--- config.mk ---
export PLATFORM = sky130hd
export DESIGN_NAME = posit_div_flat
export DESIGN_NICKNAME = d
export VERILOG_FILES = /design/src/rtl/posit_defines.sv /design/src/rtl/posit_div_if.sv /design/src/rtl/posit_extract.sv /design/src/rtl/posit_pack.sv /design/src/rtl/posit_div.sv /design/src/flat_wrapper.sv
export SDC_FILE = /design/constraint.sdc
export NUM_CORES = 1
export LEC_CHECK = 0
export CELL_PAD_IN_SITES_DETAIL_PLACEMENT = 0
export CELL_PAD_IN_SITES_GLOBAL_PLACEMENT = 1
export CORE_ASPECT_RATIO = 0.75
export CORE_MARGIN = 2
export CORE_UTILIZATION = 43
export CTS_CLUSTER_SIZE = 20
export DETAILED_ROUTE_END_ITERATION = 12
export DONT_BUFFER_PORTS = 1
export PLACE_DENSITY_LB_ADDON = 0.1
export SLEW_MARGIN = 20
export SYNTH_ARGS = -nofsm -noshare
export SYNTH_HDL_FRONTEND = slang
export SYNTH_SLANG_ARGS = --single-unit
--- constraint.sdc ---
create_clock -name clk -period 22.5 [get_ports clk]
set_input_delay 0 -clock clk [delete_from_list [all_inputs] [get_ports clk]]
set_output_delay 0 -clock clk [all_outputs]
set_load 0.02 [all_outputs]
--- src/rtl/posit_defines.sv ---
// Shared posit constants and types for the arithmetic units: format widths,
// the decoded-operand payload and the divider FSM state enum.
package posit_defines;

  localparam int unsigned NBITS     = 32;
  localparam int unsigned ES        = 2;
  localparam int unsigned FBITS     = NBITS - ES - 3;   // 27 stored fraction bits max
  localparam int unsigned FHBITS    = FBITS + 1;        // fraction with hidden bit
  localparam int unsigned SCALE_W   = 9;
  localparam int unsigned DIV_QBITS = 30;
  localparam int unsigned CNT_W     = 5;

  typedef logic [NBITS-1:0] posit_t;

  localparam posit_t POSIT_NAR = 32'h8000_0000;

  // Largest representable |scale|: all-ones / all-zeros regime with exponent 0.
  localparam logic signed [SCALE_W-1:0] SCALE_LIM = SCALE_W'(4 * (NBITS - 2));

  typedef struct packed {
    logic                      sign;
    logic signed [SCALE_W-1:0] scale;
    logic [FHBITS-1:0]         frac;   // hidden bit at MSB
    logic                      zero;
    logic                      inf;
  } posit_dec_t;

  typedef enum logic [2:0] {
    IDLE,
    CAPTURE,
    ITERATE,
    PACK,
    DONE
  } div_state_t;

  // Special-case outcome of a division, {nar, zero}; NaR outranks zero.
  function automatic logic [1:0] div_special(input posit_dec_t a, input posit_dec_t b);
    logic nar;
    nar = a.inf | b.inf | b.zero;
    return {nar, !nar && a.zero};
  endfunction

endpackage

--- src/rtl/posit_div_if.sv ---
// Request/response bundle of the posit divider.
//   start      : one-cycle request
//   in1, in2   : dividend / divisor posits
//   result     : quotient posit, inf/zero flags
//   done, busy : completion pulse and in-flight indicator
interface posit_div_if;
  import posit_defines::*;

  logic   start;
  posit_t in1;
  posit_t in2;
  posit_t result;
  logic   inf;
  logic   zero;
  logic   done;
  logic   busy;

  modport master (output start, in1, in2, input result, inf, zero, done, busy);
  modport slave  (input start, in1, in2, output result, inf, zero, done, busy);

endinterface

--- src/rtl/posit_extract.sv ---
// Posit decoder: splits a 32-bit, es=2 posit into sign, scale, fraction with
// hidden bit, and zero/NaR flags.
//   x : posit to decode
//   d : decoded operand
module posit_extract
  import posit_defines::*;
(
  input  posit_t     x,
  output posit_dec_t d
);

  logic [NBITS-2:0]          body;
  logic [5:0]                run;
  logic [5:0]                sh;
  logic                      stop;
  logic [FBITS+ES-1:0]       rest;
  logic [ES-1:0]             exp_bits;
  logic signed [SCALE_W-1:0] run_s;
  logic signed [SCALE_W-1:0] k_s;

  always_comb begin
    body = x[NBITS-1] ? (~x[NBITS-2:0] + (NBITS-1)'(1)) : x[NBITS-2:0];
    // Regime run length: identical bits from the top of the magnitude.
    run  = '0;
    stop = 1'b0;
    for (int i = NBITS - 2; i >= 0; i--) begin
      if (!stop && (body[i] == body[NBITS-2])) run = run + 6'd1;
      else stop = 1'b1;
    end
    // Drop regime and its terminator, keep exponent + fraction left-aligned.
    sh       = run + 6'd1;
    rest     = (FBITS+ES)'((body << sh) >> ES);
    exp_bits = rest[FBITS+ES-1 -: ES];
    run_s    = SCALE_W'(run);
    k_s      = body[NBITS-2] ? (run_s - SCALE_W'(1)) : -run_s;

    d.sign  = x[NBITS-1];
    d.scale = (k_s <<< ES) + SCALE_W'(exp_bits);
    d.frac  = {1'b1, rest[FBITS-1:0]};
    d.zero  = (x == '0);
    d.inf   = (x == POSIT_NAR);
  end

endmodule

--- src/rtl/posit_pack.sv ---
// Posit encoder shared by the arithmetic units: builds regime, exponent and
// fraction, rounds to nearest-even and saturates to maxpos/minpos.
//   sign   : result sign
//   scale  : 2^scale of the normalised value
//   frac   : bits below the hidden one; the LSB is the guard position
//   sticky : OR of everything below frac
//   posit  : encoded posit (never zero or NaR)
module posit_pack
  import posit_defines::*;
(
  input  logic                      sign,
  input  logic signed [SCALE_W-1:0] scale,
  input  logic [FHBITS-1:0]         frac,
  input  logic                      sticky,
  output posit_t                    posit
);

  localparam int unsigned RV_W  = NBITS;
  localparam int unsigned EXT_W = RV_W + ES + FHBITS + 2;

  logic signed [6:0] k;
  logic [5:0]        rlen;
  logic [RV_W-1:0]   rval;
  logic [EXT_W-1:0]  ext_raw;
  logic [EXT_W-1:0]  ext;
  logic [NBITS-2:0]  mag;
  logic [NBITS-2:0]  mag_c;
  logic              last;
  logic              guard;
  logic              st;

  always_comb begin
    k = 7'(scale >>> ES);
    // Regime: k+1 ones then a zero, or -k zeros then a one.
    if (!k[6]) begin
      rlen = 6'(k) + 6'd2;
      rval = ((RV_W'(1) << (6'(k) + 6'd1)) - RV_W'(1)) << 1;
    end else begin
      rlen = 6'(-k) + 6'd1;
      rval = RV_W'(1);
    end
    ext_raw = {rval, scale[ES-1:0], frac, 2'b00};
    ext     = ext_raw << (6'(RV_W) - rlen);

    mag   = ext[EXT_W-1 -: NBITS-1];
    last  = ext[EXT_W-NBITS+1];
    guard = ext[EXT_W-NBITS];
    st    = (|ext[EXT_W-NBITS-1:0]) | sticky;
    // A regime always holds a 0 and a 1 inside 31 bits, so rounding cannot wrap.
    mag_c = mag + (NBITS-1)'(guard & (last | st));

    if (scale > SCALE_LIM)       mag_c = '1;
    else if (scale < -SCALE_LIM) mag_c = (NBITS-1)'(1);

    posit = sign ? (~{1'b0, mag_c} + NBITS'(1)) : {1'b0, mag_c};
  end

endmodule

--- src/rtl/posit_div.sv ---
// Multi-cycle posit (32,2) divider: decode, 30-step radix-2 restoring fraction
// divide, then round/pack. Fixed 33-cycle latency from start to done.
// Optional macro POSIT_DIV_EARLY_EXIT_EN: NaR/zero operands skip the divide
// and complete 2 cycles after start.
//   clk, reset_n : clock, async active-low reset
//   bus (slave)  : start/in1/in2 request, result/inf/zero/done/busy response
module posit_div
  import posit_defines::*;
(
  input logic        clk,
  input logic        reset_n,
  posit_div_if.slave bus
);

  div_state_t                state;
  posit_t                    raw_a;
  posit_t                    raw_b;
  posit_dec_t                dec_a;
  posit_dec_t                dec_b;
  posit_dec_t                op_a;
  posit_dec_t                op_b;
  logic [CNT_W-1:0]          cnt;
  logic [FHBITS:0]           rem;
  logic [DIV_QBITS-1:0]      quo;
  posit_t                    result;
  logic                      inf;
  logic                      zero;
  logic                      done;
  logic                      busy;

  logic [FHBITS:0]           rem_cur;
  logic [FHBITS:0]           rem_sub;
  logic                      qbit;
  logic signed [SCALE_W-1:0] n_scale;
  logic [FHBITS-1:0]         n_frac;
  logic                      n_sticky;
  logic                      q_sign;
  posit_t                    packed_q;
  logic [1:0]                op_sp;

  posit_extract u_ext_a (.x(raw_a), .d(dec_a));
  posit_extract u_ext_b (.x(raw_b), .d(dec_b));

  // One restoring-division step; the first step starts from the dividend.
  always_comb begin
    rem_cur = (cnt == CNT_W'(DIV_QBITS - 1)) ? {1'b0, op_a.frac} : rem;
    qbit    = rem_cur >= {1'b0, op_b.frac};
    rem_sub = qbit ? (rem_cur - {1'b0, op_b.frac}) : rem_cur;
  end

  // Quotient lies in [0.5, 2); a missing integer bit means shift left, scale-1.
  always_comb begin
    n_scale = op_a.scale - op_b.scale;
    if (quo[DIV_QBITS-1]) begin
      n_frac   = quo[DIV_QBITS-2:1];
      n_sticky = quo[0] | (|rem);
    end else begin
      n_scale  = n_scale - SCALE_W'(1);
      n_frac   = quo[DIV_QBITS-3:0];
      n_sticky = |rem;
    end
    q_sign = op_a.sign ^ op_b.sign;
    op_sp  = div_special(op_a, op_b);
  end

  posit_pack u_pack (
    .sign   (q_sign),
    .scale  (n_scale),
    .frac   (n_frac),
    .sticky (n_sticky),
    .posit  (packed_q)
  );

`ifdef POSIT_DIV_EARLY_EXIT_EN
  logic [1:0] cap_sp;
  assign cap_sp = div_special(dec_a, dec_b);
`endif

  // Control FSM and datapath registers.
  always_ff @(posedge clk or negedge reset_n) begin
    if (!reset_n) begin
      state  <= IDLE;
      raw_a  <= '0;
      raw_b  <= '0;
      op_a   <= '0;
      op_b   <= '0;
      cnt    <= '0;
      rem    <= '0;
      quo    <= '0;
      result <= '0;
      inf    <= 1'b0;
      zero   <= 1'b0;
      done   <= 1'b0;
      busy   <= 1'b0;
    end else begin
      done <= 1'b0;
      unique case (state)
        IDLE: begin
          if (bus.start) begin
            raw_a <= bus.in1;
            raw_b <= bus.in2;
            busy  <= 1'b1;
            state <= CAPTURE;
          end
        end
        CAPTURE: begin
          op_a  <= dec_a;
          op_b  <= dec_b;
          cnt   <= CNT_W'(DIV_QBITS - 1);
          rem   <= '0;
          quo   <= '0;
          state <= ITERATE;
`ifdef POSIT_DIV_EARLY_EXIT_EN
          if (|cap_sp) begin
            result <= cap_sp[1] ? POSIT_NAR : '0;
            inf    <= cap_sp[1];
            zero   <= cap_sp[0];
            done   <= 1'b1;
            state  <= DONE;
          end
`endif
        end
        ITERATE: begin
          quo <= {quo[DIV_QBITS-2:0], qbit};
          rem <= rem_sub << 1;
          if (cnt == '0) state <= PACK;
          else cnt <= cnt - CNT_W'(1);
        end
        PACK: begin
          result <= op_sp[1] ? POSIT_NAR : (op_sp[0] ? '0 : packed_q);
          inf    <= op_sp[1];
          zero   <= op_sp[0];
          done   <= 1'b1;
          state  <= DONE;
        end
        DONE: begin
          busy  <= 1'b0;
          state <= IDLE;
        end
        default: state <= IDLE;
      endcase
    end
  end

  assign bus.result = result;
  assign bus.inf    = inf;
  assign bus.zero   = zero;
  assign bus.done   = done;
  assign bus.busy   = busy;

endmodule

--- src/flat_wrapper.sv ---
// flat-port wrapper written by rule: the top's interface ports become plain ports
module posit_div_flat import posit_defines::*;
  (clk, reset_n, bus_start, bus_in1, bus_in2, bus_result, bus_inf, bus_zero, bus_done, bus_busy);
  posit_div_if bus_i ();
  input logic clk;
  input logic reset_n;
  input wire logic [$bits(bus_i.start)-1:0] bus_start;
  input wire logic [$bits(bus_i.in1)-1:0] bus_in1;
  input wire logic [$bits(bus_i.in2)-1:0] bus_in2;
  output wire logic [$bits(bus_i.result)-1:0] bus_result;
  output wire logic [$bits(bus_i.inf)-1:0] bus_inf;
  output wire logic [$bits(bus_i.zero)-1:0] bus_zero;
  output wire logic [$bits(bus_i.done)-1:0] bus_done;
  output wire logic [$bits(bus_i.busy)-1:0] bus_busy;
  assign bus_i.start = bus_start;
  assign bus_i.in1 = bus_in1;
  assign bus_i.in2 = bus_in2;
  assign bus_result = bus_i.result;
  assign bus_inf = bus_i.inf;
  assign bus_zero = bus_i.zero;
  assign bus_done = bus_i.done;
  assign bus_busy = bus_i.busy;
  posit_div u_core (.clk(clk), .reset_n(reset_n), .bus(bus_i));
endmodule
==> reports/results.tsv <==
metric	value	unit
cell repeated most along the worst path	ha_1	
fmax	0.0471	GHz
vias in the first global route	28800	
commonest non-fill, non-tap cell in the layout	nand2_1	
largest family of logic cells by synthesized area	compound AO/OA/AOI/OAI gates	
top cell type by total area after synthesis	dfrtp_1	
final setup violation count	0	
PortBufs	0	
synthesized cell area	0.0323	mm^2
largest net degree at the start of global routing	246	
slowest library cell on the worst path	or4_1	
final worst setup slack	1.29	ns
reg2reg start	u_core.raw_a[12]	
clock sink count	245	
htree depth	1	
mux cell area share after synthesis	0.146	
sequential area share after synthesis	0.190	
Mapped Nets	4293	
Layout Nets	4276	
Slew Viols, Final	0	
CP peak stage delay	0.62	ns
final non-filler cell total	5091	
endpoint class of the critical path	flip-flop	
Overall Global Routing Usage	0.275	
Yosys warnings	0	
crit path launch type	flip-flop	
CTS clk-pin slew, worst paths	0.07	ns
number of instances in the placed design	4935	
CTS Buffer Depth	3	
Crit Path Category	flip-flop to flip-flop	
Die ar.	0.0772	mm^2
Worst EP required	23.03	ns
DP Worst Slack	0.672	ns
Yosys cell types	125	
fill count	7386	
post-synthesis adder-cell area fraction	0.0434	
cell depth of the worst setup path	93	
Post-synth EDFFs	0	
Initial Utilization	0.437	
vias per cell	6.21	
Die W	320	um
cell family with most CP delay	adder cells	
Worst-Skew Late Latency	0.64	ns
final worst clock skew	0.0570	ns
r2r endpoint	u_core.op_a[16]	
most frequent cells in the layout	nand2_1 (523), nor2_1 (334), o21ai_0 (281)	
status	complete, no violations	
GRT overflow	0	
top-area cell type share of the netlist area	0.190	
HP Class	primary input to flip-flop	
WP buf/inv	4	
Worst R2R Setup Slack	1.29	ns
Worst-Margin Slew	1.07	ns
Final Critical Period	21.21	ns
max cap viols	0	
Yosys reg bits	245	
CP max FO	28	
worst setup path startpoint	u_core.raw_a[12]	
design area	0.0356	mm^2
Syn Area/Cell	7.83	um^2
WL/cell	21.5	um
Synth Instances	4120	
first-pass GRT wire length	171	mm
fin crit share	0.943	
Final Hold Viols	0	
DRT Pass-1 Iters	8	
Inserted Clock Buffers	30	
Slew HR	0.286	
num rows	86	
Detailed Place HPWL	83.1	mm
core area	0.0738	mm^2
share of cells above drive strength 1	0.115	
Post-Synth XOR/XNOR Area	0.114	
Die Height	241	um
reg2reg path depth	93	
post-synthesis compound-gate area fraction	0.239	
via count	31600	
drt total wl	109	mm
setup TNS	0	ns
Placer Congestion	0.939	
Clk Tree Root Cell	clkbuf_16	
critical path arrival	21.74	ns
drt initial violations	3392	
Synth area leaders	dfrtp_1 (19%), mux2i_1 (7.8%), nand2_1 (6.1%)	
CTS tree	built	
Boundary Pins	103	
Area Growth Syn to Fin	10.5	%
CP Capture Point	u_core.op_a[16]	
drt drc	0	
initial antenna violation count	1	
Post-Synth Simple-Gate Area	0.221	
main flop type after synthesis	dfrtp_1	
Post-DP Area	0.0333	mm^2
antenna cells	0	
ys async rst share	1.00	
DRT antenna net count	0	
## worst min path at each step
stage	startpoint	endpoint	slack, ns	cells past startpoint
after CTS	bus_in2[31]	u_core.raw_b[31]	0.005	2
after detailed placement	reset_n	u_core.raw_b[18]	-0.29	0
after global placement	reset_n	u_core.raw_b[18]	-0.29	0
after floorplan	reset_n	u_core.bus.busy	-0.30	0
final	bus_in2[1]	u_core.raw_b[1]	0.02	3
after global routing	bus_in2[14]	u_core.raw_b[14]	0.03	2
## registers in the layout, indices dropped and copies added, names as in the netlist
signal / flops
u_core.quo: 30
u_core.raw_a: 32
u_core.cnt: 5
u_core.state: 3
u_core.bus.done: 1
u_core.op_b: 39
u_core.rem: 28
u_core.op_a: 40
u_core.bus.result: 32
u_core.bus.inf: 1
u_core.bus.zero: 1
u_core.raw_b: 32
u_core.bus.busy: 1
## final cells by class
cell class                 instances  area, um^2  area share
multi-input combinational       3492       25000       0.702
tap                              968        1210      0.0340
clock inverter                    17         221     0.00621
clock buffer                      35         810      0.0227
inverter                         144         548      0.0154
sequential                       245        6130       0.172
timing repair buffer             190        1710      0.0480
## metal layers
metal | global-route usage | share of wire | up-vias
li1 | - | - | 15200
met1 | 0.457 | 0.53 | 15200
met2 | 0.372 | 0.39 | 1057
met3 | 0.0377 | 0.070 | 109
met4 | 0.0371 | 0.013 | 0
met5 | 0 | 0 | -
## stage by stage
step,utilization,hold slack (ns)
finish,0.483,0.0249
detailed placement,0.451,-0.287
global route,0.483,0.0344
floorplan,-,-0.296
CTS,0.479,0.00487
global placement,0.451,-0.290
## Yosys cell counts (12+ instances only)
master,instances
a32o_1,16
clkbuf_1,194
o22ai_1,37
nand4_1,51
a21oi_1,223
a31oi_1,53
o41ai_1,17
dfrtp_1,245
o221ai_1,21
nor3b_1,12
a21o_1,26
or3_1,35
inv_1,140
nor3_1,104
a21boi_0,17
and3_1,48
buf_1,22
o21ai_0,284
nor4_1,37
o31ai_1,41
nor2_1,338
nor2b_1,21
xnor2_1,196
o21ai_1,12
a211oi_1,52
a22oi_1,26
xor2_1,117
mux4_2,32
a32oi_1,13
mux2i_1,252
nand2_1,525
or2_2,24
o21a_1,25
ha_1,104
nand2b_1,25
o211ai_1,43
and2_1,39
mux2_2,126
buf_2,15
xnor3_1,20
nand3_1,109
a22o_1,71
## worst reg2reg max path, delay by kind of cell (launching register included)
family | cells | cell delay [ns]
muxes | 13 | 3.13
and+or+nand+nor | 25 | 3.78
AOI/OAI and AO/OA | 23 | 4.44
xor gates and xnor gates | 1 | 0.31
adders and majority gates | 27 | 8.44
DFF | 1 | 0.42
buffers and inverters | 4 | 0.59
## timing repair
item	CTS	global route
endpoints found under the setup margin	0	58
resized for setup	0	40
setup buffers	0	6
hold buffers	96	1
endpoints found under the hold margin	311	4
## logic make-up (layout without fill, tap and decap cells)
kind of cell             count (synthesis)  count (layout)
AND/OR/NAND/NOR                       1471            1471
AO/OA/AOI/OAI                         1140            1140
multiplexers                           412             412
XOR/XNOR                               357             357
buffers and inverters                  383             386
flip-flops                             245             245
adder cells (fa/ha/maj)                112             112
Power is not shown: default switching activity piles up to over one toggle a cycle in this logic, so the estimate is an artifact.
